[config.mk]
export PLATFORM = sky130hd
export DESIGN_NAME = spi_frame_scheduler
export DESIGN_NICKNAME = d
export VERILOG_FILES = /design/src/rtl/spi_link_pkg.sv /design/src/rtl/sched_fifo.sv /design/src/rtl/spi_frame_scheduler.sv
export SDC_FILE = /design/constraint.sdc
export NUM_CORES = 1
export LEC_CHECK = 0
export ABC_CLOCK_PERIOD_IN_PS = 5150
export BUFFER_PORTS_ARGS = -buffer_cell sky130_fd_sc_hd__buf_2
export CAP_MARGIN = 10
export CORE_UTILIZATION = 60
export CTS_CLUSTER_SIZE = 28
export DETAILED_ROUTE_END_ITERATION = 8
export GPL_TIMING_DRIVEN = 0
export PLACE_DENSITY = 0.75
export SLEW_MARGIN = 10
export SYNTH_ARGS = -nofsm -noshare
export SYNTH_HDL_FRONTEND = slang
export SYNTH_HIERARCHICAL = 1
export SYNTH_SLANG_ARGS = --single-unit
[constraint.sdc]
create_clock -name clk_in -period 5.15 [get_ports clk_in]
set_input_delay 0.515 -clock clk_in [delete_from_list [all_inputs] [get_ports clk_in]]
set_output_delay 0.515 -clock clk_in [all_outputs]
set_load 0.03 [all_outputs]
[src/rtl/spi_link_pkg.sv]
// -----------------------------------------------------------------------------
// spi_link_pkg
// Types shared by the SPI frame scheduler and its pixel FIFO:
//   sched_state_e : scheduler FSM states (encoding is visible on state_out)
//   fifo_entry_t  : one buffered pixel {sof, sol, data[7:0]}
// -----------------------------------------------------------------------------
package spi_link_pkg;

   typedef enum logic [1:0] {
      ST_IDLE       = 2'd0,
      ST_WAIT_FRAME = 2'd1,
      ST_STREAM     = 2'd2,
      ST_DRAIN      = 2'd3
   } sched_state_e;

   typedef struct packed {
      logic       sof;   // first byte of a frame
      logic       sol;   // first byte of a decimated line
      logic [7:0] data;  // luminance
   } fifo_entry_t;

endpackage

[src/rtl/sched_fifo.sv]
// -----------------------------------------------------------------------------
// sched_fifo
// Synchronous show-ahead FIFO of fifo_entry_t (10-bit) entries.
// rd_data_out always presents the head entry, so the reader captures it in the
// same cycle it pops. A write while full is accepted when a read happens in
// the same cycle.
// Ports:
//   clk_in, rst_in     : clock, synchronous active-high reset
//   wr_en_in/wr_data_in: push request and entry
//   rd_en_in           : pop request
//   rd_data_out        : head entry (valid when empty_out is low)
//   empty_out/full_out : status from the occupancy counter
// -----------------------------------------------------------------------------
module sched_fifo
   import spi_link_pkg::*;
#(
   parameter int unsigned DEPTH = 16  // power of 2, at least 2
) (
   input  logic        clk_in,
   input  logic        rst_in,
   input  logic        wr_en_in,
   input  fifo_entry_t wr_data_in,
   input  logic        rd_en_in,
   output fifo_entry_t rd_data_out,
   output logic        empty_out,
   output logic        full_out
);

   localparam int unsigned AW = $clog2(DEPTH);

   logic [AW-1:0] wr_ptr_q, wr_ptr_d;
   logic [AW-1:0] rd_ptr_q, rd_ptr_d;
   logic [AW:0]   count_q, count_d;   // occupancy, 0..DEPTH
   fifo_entry_t   mem_q [DEPTH];

   logic wr_fire;
   logic rd_fire;

   assign empty_out   = (count_q == '0);
   assign full_out    = (count_q == (AW + 1)'(DEPTH));
   assign rd_data_out = mem_q[rd_ptr_q];

   assign rd_fire = rd_en_in && !empty_out;
   assign wr_fire = wr_en_in && (!full_out || rd_fire);

   // NOTE: every signal written here gets a default first, so no path leaves
   // it unassigned and no latch is inferred.
   always_comb begin
      wr_ptr_d = wr_ptr_q;
      rd_ptr_d = rd_ptr_q;
      count_d  = count_q;
      // Pointers are AW bits wide, so the increment wraps modulo DEPTH.
      if (wr_fire) wr_ptr_d = wr_ptr_q + 1'b1;
      if (rd_fire) rd_ptr_d = rd_ptr_q + 1'b1;
      case ({wr_fire, rd_fire})
         2'b10:   count_d = count_q + 1'b1;
         2'b01:   count_d = count_q - 1'b1;
         default: count_d = count_q;
      endcase
   end

   // NOTE: state registers use non-blocking assignments so every flop samples
   // the pre-edge values regardless of block evaluation order.
   always_ff @(posedge clk_in) begin
      if (rst_in) begin
         wr_ptr_q <= '0;
         rd_ptr_q <= '0;
         count_q  <= '0;
      end else begin
         wr_ptr_q <= wr_ptr_d;
         rd_ptr_q <= rd_ptr_d;
         count_q  <= count_d;
      end
   end

   // NOTE: storage is deliberately not reset; emptiness is defined by the
   // counter, so stale entries are never observed and the array maps to RAM.
   always_ff @(posedge clk_in) begin
      if (wr_fire) mem_q[wr_ptr_q] <= wr_data_in;
   end

endmodule

[src/rtl/spi_frame_scheduler.sv]
// -----------------------------------------------------------------------------
// spi_frame_scheduler
// Picks every 2^DECIM_LOG2-th pixel in both axes from a camera stream, buffers
// the selected pixels with start-of-line/frame flags, and hands them one byte
// at a time to an SPI sender.
// Ports:
//   clk_in, rst_in        : clock, synchronous active-high reset
//   enable_in             : streaming enable (honoured at frame boundaries)
//   pixel_*_in            : camera pixel strobe, position and luminance
//   sender_ready_in       : SPI sender can take a byte
//   trigger_out           : one-cycle send strobe
//   data_out              : byte to send, held until the next trigger
//   line_start_out        : byte starts a decimated line (with trigger_out)
//   frame_start_out       : byte starts a frame (with trigger_out)
//   drop_count_out        : saturating count of pixels lost to a full FIFO
//   frame_err_out         : sticky, frame restart seen before the frame end
//   state_out             : current FSM state
// -----------------------------------------------------------------------------
module spi_frame_scheduler
   import spi_link_pkg::*;
#(
   parameter int unsigned HCOUNT_WIDTH = 10,
   parameter int unsigned VCOUNT_WIDTH = 9,
   parameter int unsigned H_ACTIVE     = 640,
   parameter int unsigned V_ACTIVE     = 360,
   parameter int unsigned DECIM_LOG2   = 2,
   parameter int unsigned FIFO_DEPTH   = 16
) (
   input  logic                    clk_in,
   input  logic                    rst_in,
   input  logic                    enable_in,
   input  logic                    pixel_valid_in,
   input  logic [HCOUNT_WIDTH-1:0] pixel_hcount_in,
   input  logic [VCOUNT_WIDTH-1:0] pixel_vcount_in,
   input  logic [7:0]              pixel_data_in,
   input  logic                    sender_ready_in,
   output logic                    trigger_out,
   output logic [7:0]              data_out,
   output logic                    line_start_out,
   output logic                    frame_start_out,
   output logic [15:0]             drop_count_out,
   output logic                    frame_err_out,
   output logic [1:0]              state_out
);

   localparam int unsigned STEP       = 32'd1 << DECIM_LOG2;
   localparam int unsigned DECIM_MASK = STEP - 32'd1;

   sched_state_e state_q, state_d;
   logic         trigger_q, trigger_d;
   logic [7:0]   data_q, data_d;
   logic         line_start_q, line_start_d;
   logic         frame_start_q, frame_start_d;
   logic [15:0]  drop_count_q, drop_count_d;
   logic         frame_err_q, frame_err_d;

   // Positions widened to 32 bits so comparisons against the parameters are
   // exact even when H_ACTIVE/V_ACTIVE equal 2^width.
   logic [31:0] h32, v32;
   logic        px_sel, px_origin, px_last;

   logic        wr_req, wr_en, rd_en, drop;
   logic        fifo_empty, fifo_full;
   fifo_entry_t wr_entry, rd_entry;

   assign h32 = 32'(pixel_hcount_in);
   assign v32 = 32'(pixel_vcount_in);

   assign px_sel = pixel_valid_in && (h32 < H_ACTIVE) && (v32 < V_ACTIVE)
                && ((h32 & DECIM_MASK) == 32'd0) && ((v32 & DECIM_MASK) == 32'd0);
   assign px_origin = px_sel && (h32 == 32'd0) && (v32 == 32'd0);
   assign px_last   = px_sel && (h32 == H_ACTIVE - STEP) && (v32 == V_ACTIVE - STEP);

   assign wr_entry.sof  = px_origin;
   assign wr_entry.sol  = (h32 == 32'd0);
   assign wr_entry.data = pixel_data_in;

   // Issue rule: at most one pop every other cycle, so a trigger is always a
   // single-cycle pulse even with the sender held ready.
   assign rd_en = !fifo_empty && sender_ready_in && !trigger_q;
   assign wr_en = wr_req && (!fifo_full || rd_en);
   assign drop  = wr_req && !wr_en;

   always_comb begin
      state_d     = state_q;
      wr_req      = 1'b0;
      frame_err_d = frame_err_q;
      case (state_q)
         ST_IDLE: begin
            if (enable_in) state_d = ST_WAIT_FRAME;
         end
         ST_WAIT_FRAME: begin
            if (!enable_in) begin
               state_d = ST_IDLE;
            end else if (px_origin) begin
               state_d = ST_STREAM;
               wr_req  = 1'b1;
            end
         end
         ST_STREAM: begin
            // enable_in is ignored here; the frame always runs to its end.
            if (px_sel) begin
               wr_req = 1'b1;
               if (px_origin) frame_err_d = 1'b1;
               if (px_last)   state_d     = ST_DRAIN;
            end
         end
         ST_DRAIN: begin
            if (fifo_empty) state_d = enable_in ? ST_WAIT_FRAME : ST_IDLE;
         end
         default: state_d = ST_IDLE;
      endcase
   end

   always_comb begin
      trigger_d     = rd_en;
      data_d        = data_q;
      line_start_d  = line_start_q;
      frame_start_d = frame_start_q;
      drop_count_d  = drop_count_q;
      if (rd_en) begin
         data_d        = rd_entry.data;
         line_start_d  = rd_entry.sol;
         frame_start_d = rd_entry.sof;
      end
      if (drop && (drop_count_q != 16'hFFFF)) drop_count_d = drop_count_q + 16'd1;
   end

   always_ff @(posedge clk_in) begin
      if (rst_in) begin
         state_q       <= ST_IDLE;
         trigger_q     <= 1'b0;
         data_q        <= '0;
         line_start_q  <= 1'b0;
         frame_start_q <= 1'b0;
         drop_count_q  <= '0;
         frame_err_q   <= 1'b0;
      end else begin
         state_q       <= state_d;
         trigger_q     <= trigger_d;
         data_q        <= data_d;
         line_start_q  <= line_start_d;
         frame_start_q <= frame_start_d;
         drop_count_q  <= drop_count_d;
         frame_err_q   <= frame_err_d;
      end
   end

   sched_fifo #(
      .DEPTH (FIFO_DEPTH)
   ) u_fifo (
      .clk_in      (clk_in),
      .rst_in      (rst_in),
      .wr_en_in    (wr_en),
      .wr_data_in  (wr_entry),
      .rd_en_in    (rd_en),
      .rd_data_out (rd_entry),
      .empty_out   (fifo_empty),
      .full_out    (fifo_full)
   );

   assign trigger_out     = trigger_q;
   assign data_out        = data_q;
   assign line_start_out  = line_start_q;
   assign frame_start_out = frame_start_q;
   assign drop_count_out  = drop_count_q;
   assign frame_err_out   = frame_err_q;
   assign state_out       = state_q;

endmodule

==> run metrics <==
sequential share of the synthesized area 66.9%; Top delay family on crit path simple AND/OR/NAND/NOR gates; Worst Path Arrival 4.59 ns; total number of vias 5,356; final max-slew violation count 0; Die X 122 µm; syn_area_per_cell 15.4 µm²; Seq pwr share 51.5%; ys flop type edfxtp_1; Die H 122 µm; root buf cell clkbuf_16; RSZ-0062 raised after global routing no; crit-path cells clkbuf_1, nor2_1, or3b_2, inv_1, clkbuf_1, nor2b_1, o21ai_4, inv_2, ha_1, o2bb2ai_1, a2111oi_0, or4_1; fmax 236 MHz; Max Cap Viol 0; CTS Buffer Depth 3; NetSw 0.673 mW; Rows 43; total gr overflow 0; Antenna Nets Post-Route 0; crit-path max cell delay 0.73 ns; Hold Path Stages 1; peak supply drop 0.288 mV; pwr/cell area 351 mW/mm²; Slew HR 23.4%; Comb power frac 2.1%; H-tree lvl count 1; Most common cell on crit path clkbuf_1; DRT Pass-1 Iters 6; status finished, final reports clean; hold path start pixel_data_in[5]; YS warnings 6; Remaining DRCs 0; Cell variety after synth 59; initial DRC count 545; nature of the critical path startpoint flip-flop; Syn Inst Count 557; worst r2r src u_fifo/count_q[4]; PostCTS Resize Cnt 0; Worst Hold End u_fifo/mem_q[8][5]; clk_lat worst skew 0.50 ns; Seq cells post-synth 207; total track usage 27.1%; Worst setup EP type flip-flop; CP max FO 18; Final Critical Period 4.23 ns; Fin. Hold Viols 0; Hold Crit Class in2reg; total core area 0.0139 mm²; final instance area 0.00992 mm²; CTS sink count 207; Net Sw Frac 19.3%; area leader, netlist edfxtp_1; Clk pin slew, worst setup/hold paths 0.06 ns; routed wire length 19,100 µm; hold_buf cts 0; critical path type reg2reg; total die area 0.0148 mm²; worst-margin pin slew 1.15 ns; Fillers 880; Cell Area, Placed 0.00918 mm²; Post-Synthesis Cell Area 0.00858 mm²; antenna fix cells 0; FF-to-FF setup slack 0.92 ns; Leak 3.39 nW; CTS Buf Count 21; Routability Congestion 0.887; EDFF count, synth 160; CTS tree built; slowest CP cell clkbuf_1; vias in the first global route 5,312; share of cells above drive strength 1 25.2%; setup bufs post-CTS 0; Hold Slack 0.402 ns; Power Total 3.49 mW; Final HPWL DP 11,900 µm; first-pass GRT wire length 29,100 µm; antenna violations before repair 0; post-synth top area share 56.0%; largest net degree at the start of global routing 19; Setup Viol. Count Final 0; I/O Buffers 61; Layout area overhead 15.6%; Clock Skew 0.0219 ns; io pins 62; P_int 2.81 mW; Register-to-Register Path Depth 12; drt via density 6.36; initial core utilization 61.6%; number of buffers and inverters on the critical path 4; Final nets 694; Req. time, crit path 5.51 ns; top cells by area, synth edfxtp_1 56%, dfxtp_1 11%, mux4_2 10%; Synth async-reset ratio 0%; wire length per cell 22.7 µm; Clock Power Share 46.4%; Critical R2R Capture u_fifo/count_q[4]; final period utilization 82.2%; syn nets 604
worst reg2reg max path, stage by stage (launching register included):
cell and delay [ns]:
dfxtp_1 0.30, clkbuf_1 0.40, nor2_1 0.17, or3b_2 0.56
inv_1 0.10, clkbuf_1 0.73, nor2b_1 0.31, o21ai_4 0.11
inv_2 0.15, ha_1 0.28, o2bb2ai_1 0.36, a2111oi_0 0.13
or4_1 0.53
cells in the final DEF, fill, tap and decap left out, types with 4 or more instances in the layout:
cell type,count
a21oi_1,24
a22oi_1,20
and2_1,7
and3_1,8
and4_1,4
buf_2,68
buf_4,5
bufinv_16,4
clkbuf_1,19
clkbuf_16,21
dfxtp_1,47
edfxtp_1,160
ha_1,14
inv_1,17
mux2i_1,5
mux4_2,40
nand2_1,36
nand3_1,11
nand4_1,8
nor2_1,29
nor2b_1,6
nor3_1,5
nor4_2,4
o21a_1,6
o21ai_0,12
o31ai_1,5
or3_1,7
or4_1,7
xor2_1,8
synthesized netlist by cell type (8+ instances only):
master	number
mux4_2	40
a21oi_1	24
ha_1	14
nand2_1	36
nor2_1	29
edfxtp_1	160
o21ai_0	12
a22oi_1	20
dfxtp_1	47
nand4_1	8
clkbuf_1	16
and3_1	8
xor2_1	8
inv_1	17
nand3_1	11
power groups by stage:
stage	Combinational [mW]	Clock, mW	Sequential (mW)
6_report	0.0727	1.62	1.80
5_1_grt	0.0800	1.70	1.80
4_1_cts	0.0716	1.63	1.80
3_5_place_dp	0.0710	0	1.83
3_3_place_gp	0.0664	0	1.83
2_1_floorplan	0.0270	0	1.84
cells by family after synthesis:
family / share of synthesized area (%)
fa+ha+maj: 2.27
compound gates: 6.78
simple gates: 9.74
mux: 11.2
flops: 66.9
xor+xnor: 1.02
buf+inv: 2.06
per-stage QoR:
step                setup TNS [ns]  cells  setup WS, ns  utilization [%]
detailed placement               0    804         0.543             65.9
global route                     0    842         0.672             71.2
finish                           0    842         0.917             71.2
global placement             -5.99    798        -0.227             65.4
floorplan                        0    557          1.25                -
CTS                              0    842         0.926             71.2
layer usage:
layer	vias up	track usage, %	wire length [µm]
met1	2703	35.8	7640
met3	36	4.35	1320
met2	244	46.1	9740
met4	0	8.87	376
li1	2373	-	-
met5	-	0	0
area by class of cell:
class,instances,area [µm²],area share (%)
plain buffers,25,109,1.10
clock buffers,27,578,5.83
clock inverters,11,163,1.64
inverters,18,67.6,0.681
multi-input cells,307,2690,27.1
flip-flops and latches,207,5750,57.9
well taps,180,225,2.27
repair buffers,67,348,3.51
flip-flops by register name, indices dropped and copies added, names as in the netlist, named ones only:
| signal | count |
|---|---|
| u_fifo/mem_q | 160 |
| state_out | 1 |
| frame_err_out | 1 |
| u_fifo/count_q | 5 |
| trigger_out | 1 |
| line_start_out | 1 |
| frame_start_out | 1 |
| u_fifo/rd_ptr_q | 4 |
| u_fifo/wr_ptr_q | 4 |
| drop_count_out | 16 |
| data_out | 8 |
worst max-delay path by stage:
stage	endpoint	cells after the start	from
after floorplan	u_fifo/mem_q[0][0]	7	pixel_hcount_in[8]
after global placement	u_fifo/mem_q[0][7]	8	pixel_hcount_in[8]
after detailed placement	u_fifo/count_q[4]	13	pixel_hcount_in[8]
after CTS	u_fifo/count_q[4]	12	u_fifo/count_q[4]
after global routing	u_fifo/mem_q[10][5]	9	u_fifo/count_q[4]
final	u_fifo/count_q[4]	12	u_fifo/count_q[4]
Note: power is estimated with default switching activity, not from simulation.
